### src/rtl/spi_reg_slave.sv
`default_nettype none
// ============================================================================
// Module   : spi_reg_slave
// Purpose  : SPI slave that converts SPI frames into register-bus strobes.
//            A frame starts with a command byte {rd, addr[6:0]}. A write
//            frame turns each following byte into a write strobe. A read
//            frame prefetches register data and shifts it out on MISO. The
//            address auto-increments modulo 128 in both cases.
// Revision : 1.0 - initial release
// ----------------------------------------------------------------------------
// Parameters
//   CSpiMode   SPI mode 0..3 (bit1 = CPOL, bit0 = CPHA)
//   CNcsPol    NCS active level (0 = active low)
// Ports
//   AClkH       in   1  clock, all state changes on its rising edge
//   AResetH     in   1  synchronous active-high reset
//   ASckI       in   1  SPI clock (asynchronous)
//   ANcsI       in   1  SPI chip select (asynchronous)
//   AMosi       in   1  serial data in, MSB first
//   AMiso       out  1  serial data out, MSB first
//   AMisoE      out  1  MISO output enable (frame active)
//   ARegAddr    out  7  register address for the current strobe
//   ARegWrData  out  8  write data, valid with ARegWrEn
//   ARegWrEn    out  1  one-cycle write strobe
//   ARegRdEn    out  1  one-cycle read strobe
//   ARegRdData  in   8  read data, valid one cycle after ARegRdEn
//   ABusy       out  1  frame in progress
//   AAbort      out  1  one-cycle pulse when NCS deasserts mid-byte
// ============================================================================
module spi_reg_slave #(
  parameter int   CSpiMode = 0,
  parameter logic CNcsPol  = 1'b0
) (
  input  logic       AClkH,
  input  logic       AResetH,
  input  logic       ASckI,
  input  logic       ANcsI,
  input  logic       AMosi,
  output logic       AMiso,
  output logic       AMisoE,
  output logic [6:0] ARegAddr,
  output logic [7:0] ARegWrData,
  output logic       ARegWrEn,
  output logic       ARegRdEn,
  input  logic [7:0] ARegRdData,
  output logic       ABusy,
  output logic       AAbort
);

  localparam logic c_CPOL     = ((CSpiMode / 2) % 2) == 1;
  localparam logic c_CPHA     = (CSpiMode % 2) == 1;
  localparam logic c_NCS_IDLE = ~CNcsPol;

  typedef enum logic [1:0] {
    ST_IDLE = 2'd0,
    ST_CMD  = 2'd1,
    ST_WR   = 2'd2,
    ST_RD   = 2'd3
  } state_t;

  state_t     r_state;
  state_t     w_state_nxt;

  // Input synchronizers
  logic       r_sck_s1, r_sck_s2, r_sck_prev;
  logic       r_ncs_s1, r_ncs_s2;
  logic       r_mosi_s1, r_mosi_s2;

  // A frame may only start after NCS has been seen inactive with a fully
  // refilled synchronizer, so NCS held active across reset cannot start one.
  logic [1:0] r_vld;
  logic       r_armed;

  logic [2:0] r_bitcnt;
  logic [6:0] r_rx;
  logic [7:0] r_tx;
  logic       r_fresh;
  logic       r_miso_q;
  logic [6:0] r_addr;
  logic [7:0] r_wr_data;
  logic       r_wr_en;
  logic       r_rd_en;
  logic       r_rd_en_d;
  logic       r_abort;
  logic       r_busy;

  logic       w_sck;
  logic       w_rise, w_fall;
  logic       w_sample, w_shift;
  logic       w_act;
  logic       w_in_frame;
  logic       w_done;
  logic [7:0] w_byte;
  logic       w_start;
  logic       w_wr_pulse;
  logic       w_rd_pulse;
  logic       w_addr_load;
  logic       w_abort;

  // Logical SCK: idle level always 0, so "rise" is the leading edge.
  assign w_sck      = r_sck_s2 ^ c_CPOL;
  assign w_rise     = w_sck & ~r_sck_prev;
  assign w_fall     = ~w_sck & r_sck_prev;
  assign w_sample   = c_CPHA ? w_fall : w_rise;
  assign w_shift    = c_CPHA ? w_rise : w_fall;
  assign w_act      = (r_ncs_s2 == CNcsPol);
  assign w_in_frame = (r_state != ST_IDLE);
  // Completion is recognised even in the cycle NCS is seen inactive so that
  // a byte finishing together with deassertion still produces its strobe.
  assign w_done     = w_in_frame & w_sample & (r_bitcnt == 3'd7);
  assign w_byte     = {r_rx, r_mosi_s2};

  // --------------------------------------------------------------------------
  // FSM state register
  // --------------------------------------------------------------------------
  always_ff @(posedge AClkH) begin
    if (AResetH) begin
      r_state <= ST_IDLE;
    end else begin
      r_state <= w_state_nxt;
    end
  end

  // --------------------------------------------------------------------------
  // FSM next state and strobe decisions
  // --------------------------------------------------------------------------
  always_comb begin
    w_state_nxt = r_state;
    w_start     = 1'b0;
    w_wr_pulse  = 1'b0;
    w_rd_pulse  = 1'b0;
    w_addr_load = 1'b0;
    w_abort     = 1'b0;

    case (r_state)
      ST_IDLE: begin
        if (w_act && r_armed) begin
          w_state_nxt = ST_CMD;
          w_start     = 1'b1;
        end
      end
      ST_CMD: begin
        if (w_done) begin
          w_addr_load = 1'b1;
          if (w_byte[7]) begin
            w_state_nxt = ST_RD;
            w_rd_pulse  = 1'b1;
          end else begin
            w_state_nxt = ST_WR;
          end
        end
      end
      ST_WR: begin
        if (w_done) begin
          w_wr_pulse = 1'b1;
        end
      end
      ST_RD: begin
        // Prefetch the next register as soon as the current byte is done.
        if (w_done) begin
          w_rd_pulse = 1'b1;
        end
      end
      default: begin
        w_state_nxt = ST_IDLE;
      end
    endcase

    if (w_in_frame && !w_act) begin
      w_state_nxt = ST_IDLE;
      w_abort     = (r_bitcnt != 3'd0) && !w_done;
    end
  end

  // --------------------------------------------------------------------------
  // Datapath
  // --------------------------------------------------------------------------
  always_ff @(posedge AClkH) begin
    if (AResetH) begin
      r_sck_s1   <= 1'b0;
      r_sck_s2   <= 1'b0;
      r_sck_prev <= c_CPOL;
      r_ncs_s1   <= c_NCS_IDLE;
      r_ncs_s2   <= c_NCS_IDLE;
      r_mosi_s1  <= 1'b0;
      r_mosi_s2  <= 1'b0;
      r_vld      <= 2'b00;
      r_armed    <= 1'b0;
      r_bitcnt   <= 3'd0;
      r_rx       <= 7'd0;
      r_tx       <= 8'd0;
      r_fresh    <= 1'b0;
      r_miso_q   <= 1'b0;
      r_addr     <= 7'd0;
      r_wr_data  <= 8'd0;
      r_wr_en    <= 1'b0;
      r_rd_en    <= 1'b0;
      r_rd_en_d  <= 1'b0;
      r_abort    <= 1'b0;
      r_busy     <= 1'b0;
    end else begin
      r_sck_s1   <= ASckI;
      r_sck_s2   <= r_sck_s1;
      r_sck_prev <= w_sck;
      r_ncs_s1   <= ANcsI;
      r_ncs_s2   <= r_ncs_s1;
      r_mosi_s1  <= AMosi;
      r_mosi_s2  <= r_mosi_s1;
      r_vld      <= {r_vld[0], 1'b1};
      r_armed    <= r_armed | (r_vld[1] & ~w_act);

      r_wr_en    <= w_wr_pulse;
      r_rd_en    <= w_rd_pulse;
      r_rd_en_d  <= r_rd_en;
      r_abort    <= w_abort;
      r_busy     <= (w_state_nxt != ST_IDLE);

      if (w_wr_pulse) begin
        r_wr_data <= w_byte;
      end

      // Reads advance the address together with the prefetch strobe; writes
      // advance it after the strobe has presented the current address.
      if (w_addr_load) begin
        r_addr <= w_byte[6:0];
      end else if ((r_state == ST_RD) && w_done) begin
        r_addr <= r_addr + 7'd1;
      end else if (r_wr_en) begin
        r_addr <= r_addr + 7'd1;
      end

      if (w_start) begin
        r_bitcnt <= 3'd0;
        r_rx     <= 7'd0;
      end else if (w_in_frame && w_sample) begin
        r_rx     <= w_byte[6:0];
        r_bitcnt <= r_bitcnt + 3'd1;
      end

      // With CPHA=0 the loaded MSB is already on MISO; the shift edge that
      // closes the previous byte must not consume it, hence r_fresh.
      if (w_start) begin
        r_tx     <= 8'd0;
        r_fresh  <= 1'b0;
        r_miso_q <= 1'b0;
      end else if (r_rd_en_d) begin
        r_tx     <= ARegRdData;
        r_fresh  <= 1'b1;
      end else if (w_in_frame && w_act && w_shift) begin
        if (!c_CPHA && r_fresh) begin
          r_fresh <= 1'b0;
        end else begin
          r_miso_q <= r_tx[7];
          r_tx     <= {r_tx[6:0], 1'b0};
        end
      end
    end
  end

  assign AMiso      = (r_state == ST_RD) & (c_CPHA ? r_miso_q : r_tx[7]);
  assign AMisoE     = r_busy;
  assign ABusy      = r_busy;
  assign ARegAddr   = r_addr;
  assign ARegWrData = r_wr_data;
  assign ARegWrEn   = r_wr_en;
  assign ARegRdEn   = r_rd_en;
  assign AAbort     = r_abort;

endmodule
`default_nettype wire

### config.mk
export PLATFORM = sky130hd
export DESIGN_NAME = spi_reg_slave
export DESIGN_NICKNAME = d
export VERILOG_FILES = /design/src/rtl/spi_reg_slave.sv
export SDC_FILE = /design/constraint.sdc
export NUM_CORES = 1
export LEC_CHECK = 0
export CAP_MARGIN = 20
export CORE_ASPECT_RATIO = 0.8
export CORE_MARGIN = 5
export CORE_UTILIZATION = 47
export DETAILED_ROUTE_END_ITERATION = 10
export GPL_TIMING_DRIVEN = 0
export MAX_ROUTING_LAYER = met4
export PLACE_DENSITY = 0.72
export SYNTH_ARGS = -nofsm -noshare
export SYNTH_HDL_FRONTEND = slang
export SYNTH_SLANG_ARGS = --single-unit
### constraint.sdc
create_clock -name AClkH -period 2.39 [get_ports AClkH]
set_input_delay 0.3585 -clock AClkH [delete_from_list [all_inputs] [get_ports AClkH]]
set_output_delay 0.3585 -clock AClkH [all_outputs]
set_load 0.01 [all_outputs]
-- Yosys cells after proc, flatten, opt, wreduce, memory -nomap -nowiden
Cells that the tools add are included.
- flip-flop bits (word level): 51
- input bits: 13
- output and inout port bits: 21
- word-level logic and storage cells: 79
- $add $sub $neg: 2
- eq/ne operators: 5
- multiplexer cells: 22
- bitwise logic cells: 11
- reduce and logical (&&, ||, !) cells: 17
- operators by type and width (cell ; count):
    $mux 8 ; 3
    $mux 7 ; 3
    $mux 1 ; 11
    $add 7x1->7 const B ; 1
    $logic_and 1x1->1 ; 7
    $and 1x1->1 ; 6
    $mux 2 ; 3
    $reduce_bool 2->1 ; 3
    $reduce_bool 3->1 ; 2
    $eq 2x2->1 const B ; 2
    $not 1->1 ; 4
    $pmux 2 s2 ; 1
    $reduce_or 2->1 ; 2
    $add 3x1->3 const B ; 1
    $eq 3x3->1 const B ; 1
    $eq 2x1->1 const B ; 1
    $logic_not 2->1 ; 1
    $ne 2x1->1 const B ; 1
    $pmux 1 s2 ; 1
    $reduce_and 2->1 ; 1
    $logic_not 1->1 ; 1
    $or 1x1->1 ; 1

-- Depth between registers and ports, before layout
Gate-level depths: netlist (run 1).
- depth after elaboration: 8
- mapped depth: 7
- depth with buffers taken out: 6

-- Worst setup path after synthesis (run 1)
Ideal clock, no wire load.
- kind: register to register
- start: register r_bitcnt[0]
- end: register r_addr[2] (netlist: ARegAddr[2])
- setup time: 0.117 ns
- arrival time: 1.620 ns
- data required time: 2.273 ns
- slack: 0.652 ns
- cell stages (with the launch flop): 8
- buffers on the path: 1
- period minus slack after synthesis: 1.738 ns
- path through: dfxtp_1 > ha_1 > ha_1 > and4b_4 > nand2b_1 > buf_6 > mux2_4 > a32o_1
- cells in the longest elaborated chain, start to end: 5
- elaborated cells between the ends (all ways): 8
- classes of those cells: 1 x eq/ne; 4 x mux; 1 x bitwise; 2 x reduce/logical
- RTL lines (what ; RTL line ; text):
    start, declared ; 74 ; logic [2:0] r_bitcnt;
    start signal, assigned ; 237 ; r_bitcnt <= r_bitcnt + 3'd1;
    $eq 3x3->1 * ; 110 ; assign w_done = w_in_frame & w_sample & (r_bitcnt == 3'd7);
    $and 1x1->1 * ; 110 ;
    $mux 1 or $logic_and 1x1->1 (tied branches) ; 143, 226 ;
    $mux 1 or $mux 7 (tied branches) ; 135, 226 ;
    $reduce_bool 3->1 (no source line) or $mux 7 (tied branches) ; n/a ;
    end signal, assigned ; 225 ; r_addr <= w_byte[6:0];
    end signal, assigned ; 227 ; r_addr <= r_addr + 7'd1;
    end signal, assigned ; 229 ; r_addr <= r_addr + 7'd1;
    end, declared ; 79 ; logic [6:0] r_addr;
Mark *: on every way between the ends. The rest lies on a longest branch, timed or not.
A chain may end at the register's enable or synchronous reset.

-- Final worst setup path (run 1)
- start: register r_state[1]
- end: output AMiso
- cells in the longest elaborated chain, start to end: 2
- RTL lines (what ; RTL line ; text):
    start, declared ; 61 ; state_t r_state;
    start signal, assigned ; 120 ; r_state <= w_state_nxt;
    $eq 2x2->1 ; 260 ; assign AMiso = (r_state == ST_RD) & (c_CPHA ? r_miso_q : r_tx[7]);
    $and 1x1->1 ; 260 ;
    end, declared ; 39 ; output logic AMiso,
No other way between the ends.

==> out/qor.txt, run 1 <==
Share of layout cells above drive strength 1: 9.33%
Syn Nets: 244
Top cell type's share of synthesized area: 48.4%
PwrDens: 608 nW/um2
Die Height: 69.9 um
Area growth from synthesis to layout: 25.5%
Setup violations, final: 0
Setup total negative slack: 0 ns
Crit share post-route: 82.1%
Post-synthesis compound-gate area fraction: 10.7%
Synth area leader: dfxtp_1
R2R cell count: 6
Final nets: 284
GPL Wtd Cong: 0.864
CP Data Arrival Time: 1.60 ns
Placed cells: 317
Vias: 1708
Clk_skew: 0.00854 ns
Main combinational cell family by area after synthesis: simple AND/OR/NAND/NOR gates
Port Buffer Count: 33
Top achievable clock speed: 0.509 GHz
CP required: 2.03 ns
Worst reg2reg startpoint: r_bitcnt[0]
Via density: 5.26
Number of global-route vias before repair: 1526
Ranking of synthesized cells by area: dfxtp_1 (48%), nor2b_1 (5.0%), mux2i_1 (4.7%)
FFs w/ async S/R, synth: 0%
Starting DRT DRC Count: 136
Placed instance area: 2510 um2
Skew-Pair Late Insertion Delay: 0.30 ns
Leak Pwr: 0.949 nW
Detailed Route WL: 4350 um
Ys Warns: 0
Gr ovfl total: 0
Syn Area/Cell: 9.30 um2
Core footprint: 4260 um2
Dominant synthesized flop cell: dfxtp_1
Post-Synth XOR/XNOR Area: 0.415%
Worst Setup EP: AMiso
RSZ-0062 raised after global routing: no
Dpl hpwl: 3070 um
CTS sink count: 51
Slew Limit Fails: 0
Distinct cells, synth: 39
Minimum clock period: 1.96 ns
# diodes: 0
Initial antenna violation count: 0
Largest net degree at the start of global routing: 17
Hold Crit Class: reg -> reg
Die footprint: 5940 um2
CP max FO: 10
Synth Instances: 227
CTS Hold Bufs: 0
CTS tree: yes
Peak supply drop: 0.000401 V
Starting Density: 49.6%
H-tree depth: 2
Status: finished, final reports clean
Gr usage total: 15.5%
Num CTS Buffers: 5
CTS root buffer: clkbuf_8
Post-synth EDFFs: 0
Design area: 2650 um2
Relative slew slack: 58.8%
Max Root-Sink Buffers: 2
Mux cell area share after synthesis: 6.70%
Register bit count reported by yosys: 51
Fin. Hold Viols: 0
Reg2reg setup slack: 0.45 ns
Adder-cell share of the synthesized area: 2.37%
Post-synthesis sequential area ratio: 48.4%
Non-Filler Instances: 325
First-pass GRT wire length: 7330 um
Rows: 21
Post-CTS setup buffers: 0
Die Wd: 84.9 um
RR Endpoint: ARegAddr[4]
Simple-gate area share of the yosys netlist: 27.0%
Post-CTS sizing: 0
Netlist Area Pre-Place: 2110 um2
CTS clk-pin slew, worst paths: 0.09 ns
Worst-Margin Slew: 0.616 ns
Setup crit end kind: output port
WL per Instance: 13.4 um
Total power: 1.61 mW
Hold_ws: 0.434 ns
Critical path origin: r_state[1]
CP startpoint kind: flip-flop
Post-route ant nets: 0
Number of placed I/O pins: 34
Max_cap viols: 0
CP Class: reg -> out
TritonRoute pass-1 iters: 4
DR DRC count: 0
-- area by class of cell --
type,instances,area [um2]
buffer,15,75.1
multi-input combinational,156,996
sequential,51,1020
fill,386,1610
clock inverter,3,67.6
timing repair buffer,33,330
tap,57,71.3
inverter,5,18.8
clock buffer,5,68.8
-- critical path, stage by stage (launching register included) --
cell	delay [ns]
dfxtp_1	0.38
buf_2	0.22
and3_1	0.18
clkdlybuf4s50_1	0.53
-- sequential cells by signal, indices dropped and copies added (netlist names), 2 cells and up --
register / cells
ARegWrData: 8
r_tx: 8
ARegAddr: 7
r_rx: 7
r_bitcnt: 3
r_state: 2
r_vld: 2
-- layout by cell type, fill, tap and decap left out, drive strengths merged, types with 4 or more instances in the layout --
cell,n
nor3,8
ha,4
clkbuf,14
nor2b,17
nor2,20
buf,6
nor4,14
clkdlybuf4s50,33
nand2b,4
dfxtp,51
mux2i,10
nand2,24
inv,5
a21oi,17
-- synthesized netlist by cell type (all sizes together) (3+ instances only) --
cell type and count:
dfxtp 51, nand2 24, o32ai 3, nand3 3
buf 6, nor3 8, nor4 14, ha 4
or2 3, inv 5, clkbuf 9, o31a 3
nand2b 4, a21oi 17, mux2 3, nor2b 17
nor2 20, o21ai 3, mux2i 10, and3 3
-- per-layer routing --
metal  wire, um  track usage, %  up-vias
met5          0               -        -
met4         36            4.39        0
met3        230            3.64        2
met2       1830            21.5       45
met1       2260            22.5      782
li1           -               -      879
-- worst min path at each step --
stage / to / from / cells past startpoint / slack (ns)
2_1_floorplan: r_ncs_s2 / r_ncs_s1 / 1 / 0.39
3_3_place_gp: r_ncs_s2 / r_ncs_s1 / 1 / 0.41
3_5_place_dp: r_ncs_s2 / r_ncs_s1 / 1 / 0.40
4_1_cts: r_ncs_s2 / r_ncs_s1 / 1 / 0.43
5_1_grt: r_ncs_s2 / r_ncs_s1 / 1 / 0.43
6_report: r_ncs_s2 / r_ncs_s1 / 1 / 0.43
-- logic make-up (layout without fill, tap and decap cells) --
logic type      Yosys count  in the layout
simple gates            103            103
flops                    51             51
compound gates           35             35
buf+inv                  20             61
mux                      13             13
fa+ha+maj                 4              4
xor+xnor                  1              1
-- report_power, final --
group	internal, mW	leakage, nW	total [mW]	switching, mW
combinational	0.0280	0.471	0.0527	0.0247
clock	0.417	0.0644	0.694	0.277
sequential	0.857	0.413	0.863	0.00555
total	1.30	0.949	1.61	0.307
-- through the flow --
step	setup WS [ns]	utilization [%]
6_report	0.427	62.2
3_3_place_gp	0.436	59.0
3_5_place_dp	0.443	59.0
2_1_floorplan	0.652	-
4_1_cts	0.408	62.2
5_1_grt	0.283	62.2
No activity file was read; power rests on OpenSTA's default activity.
==> run 2, diff against run 1 <==
clock period = 1.9 ns   (was 2.39 ns; I/O delays follow)
==> run 2 against run 1 <==
Combinational power is 25% higher; wire length is 0.92% higher; utilization is 0.32 points higher; largest power group unchanged; via count is 0.23% higher.
==> out/qor.txt, run 2 (synthesis gave the netlist of run 1 again) <==
Top achievable clock speed: 0.548 GHz
Dpl hpwl: 3070 um (unchanged)
R2R cell count: 7 (+1)
Fin. Hold Viols: 0 (unchanged)
Relative slew slack: 65.8% (+7.0 points)
DR DRC count: 0 (unchanged)
Final nets: 284 (unchanged)
Status: finished, final reports clean
CTS tree: yes
Minimum clock period: 1.82 ns
Worst reg2reg startpoint: r_bitcnt[0]
CP Class: reg -> reg
Most frequent cells in the layout: dfxtp_1 (48), clkdlybuf4s50_1 (33), nand2_1 (24)
Rows: 21 (unchanged)
Hold path start: r_ncs_s1
Max_cap viols: 0 (unchanged)
Min-Delay Endpoint: r_ncs_s2
WL per Instance: 13.5 um (+0.92%)
H-tree depth: 2 (unchanged)
Gr usage total: 15.5% (-0.025 points)
Setup crit end kind: flip-flop
Worst-Margin Slew: 0.511 ns (-0.105 ns)
CP startpoint kind: flip-flop
Clk_skew: 0.00583 ns (-0.00271 ns)
Detailed Route WL: 4390 um (+0.92%)
Die Wd: 84.9 um (unchanged)
Num CTS Buffers: 5 (unchanged)
Port Buffer Count: 33 (unchanged)
CP required: 2.10 ns (+0.07 ns)
WHS Path Cells: 1 (unchanged)
PwrDens: 761 nW/um2 (+25%)
Die footprint: 5940 um2 (unchanged)
Non-Filler Instances: 325 (unchanged)
Via density: 5.27 (+0.23%)
Commonest non-fill, non-tap cell in the layout: dfxtp_1
CP Data Arrival Time: 2.02 ns (+0.42 ns)
CTS clk-pin slew, worst paths: 0.09 ns (about the same)
Number of placed I/O pins: 34 (unchanged)
Max Root-Sink Buffers: 2 (unchanged)
CTS Hold Bufs: 0 (unchanged)
Setup violations, final: 0 (unchanged)
First-pass GRT wire length: 7320 um (about the same)
Placed cells: 317 (unchanged)
Leak Pwr: 0.947 nW (-0.14%)
Starting DRT DRC Count: 148 (+8.8%)
CTS root buffer: clkbuf_8
TritonRoute pass-1 iters: 4 (unchanged)
Starting Density: 49.6% (unchanged)
Die Height: 69.9 um (unchanged)
RR Endpoint: ARegAddr[4]
Largest net degree at the start of global routing: 17 (unchanged)
Filler cells: 390 (+1.0%)
Post-route ant nets: 0 (unchanged)
Core footprint: 4260 um2 (unchanged)
Hold Crit Class: reg -> reg
CP max FO: 7 (-3)
# diodes: 0 (unchanged)
Number of global-route vias before repair: 1526 (unchanged)
Share of layout cells above drive strength 1: 11.6% (+2.2 points)
Peak supply drop: 0.000505 V (+26%)
Crit share post-route: 96.0%
Slew Limit Fails: 0 (unchanged)
CTS sink count: 51 (unchanged)
Skew-Pair Late Insertion Delay: 0.30 ns (about the same)
Gr ovfl total: 0 (unchanged)
Area growth from synthesis to layout: 26.1%
Reg2reg setup slack: 0.08 ns (-0.37 ns)
GPL Wtd Cong: 0.864 (unchanged)
Initial antenna violation count: 0 (unchanged)
Setup total negative slack: 0 ns (unchanged)
Vias: 1712 (+0.23%)
-- run 2: cell type report --
| cell class | count | area, um2 | area share (%) |
|---|---|---|---|
| plain buffers | 15 | 77.6 | 2.91 |
| flip-flops and latches | 51 | 1020 | 38.5 |
| repair buffers | 33 | 330 | 12.4 |
| clock buffers | 5 | 68.8 | 2.58 |
| well taps | 57 | 71.3 | 2.68 |
| inverters | 5 | 18.8 | 0.705 |
| multi-input cells | 156 | 1000 | 37.7 |
| clock inverters | 3 | 67.6 | 2.54 |
-- run 2: repair_timing --
action / CTS / global route
resized for setup: 2 / 5
setup buffers: 0 / 0
cloned: 0 / 0
setup endpoints to repair: 3 / 11
-- run 2: metrics by stage --
| stage | power, mW | setup slack [ns] | utilization, % | cell area (um2) | hold WS, ns |
|---|---|---|---|---|---|
| CTS | 2.04 | 0.0106 | 62.3 | 2650 | 0.429 |
| detailed placement | 1.18 | -0.00617 | 59.0 | 2510 | 0.400 |
| finish | 2.03 | 0.0762 | 62.6 | 2660 | 0.429 |
| global placement | 1.18 | 0.0199 | 59.0 | 2510 | 0.407 |
| floorplan | 1.14 | 0.162 | - | 2110 | 0.389 |
| global route | 2.09 | -0.00454 | 62.6 | 2660 | 0.428 |
-- run 2: critical path, cell delays in order (launching register included) --
cell,delay (ns)
dfxtp_2,0.36
ha_1,0.15
ha_2,0.21
and4b_4,0.29
nand2b_1,0.08
buf_6,0.14
mux2_4,0.30
a32o_1,0.20
-- run 2: how the worst max path moves through the flow --
stage | startpoint | slack, ns | to | cells past startpoint
3_3_place_gp | AResetH | 0.02 | ARegAddr[5] | 4
3_5_place_dp | r_bitcnt[0] | -0.006 | ARegAddr[2] | 6
2_1_floorplan | r_bitcnt[0] | 0.16 | ARegAddr[2] | 7
6_report | r_bitcnt[0] | 0.08 | ARegAddr[4] | 7
4_1_cts | r_bitcnt[0] | 0.01 | ARegAddr[4] | 7
5_1_grt | r_bitcnt[0] | -0.005 | ARegAddr[4] | 7
-- run 2: layer usage --
metal | vias up | global-route usage, % | wire length, um | share of wire (%)
met5 | - | - | 0 | 0
met4 | 0 | 4.39 | 36 | 0.82
met3 | 2 | 3.64 | 204 | 4.6
met2 | 42 | 21.4 | 1860 | 42
met1 | 789 | 22.5 | 2290 | 52
li1 | 879 | - | - | -
-- run 2: where the power goes --
part / internal (mW) / switching [mW]
logic: 0.0352 / 0.0308
registers: 1.08 / 0.00707
clock network: 0.525 / 0.350
total: 1.64 / 0.388
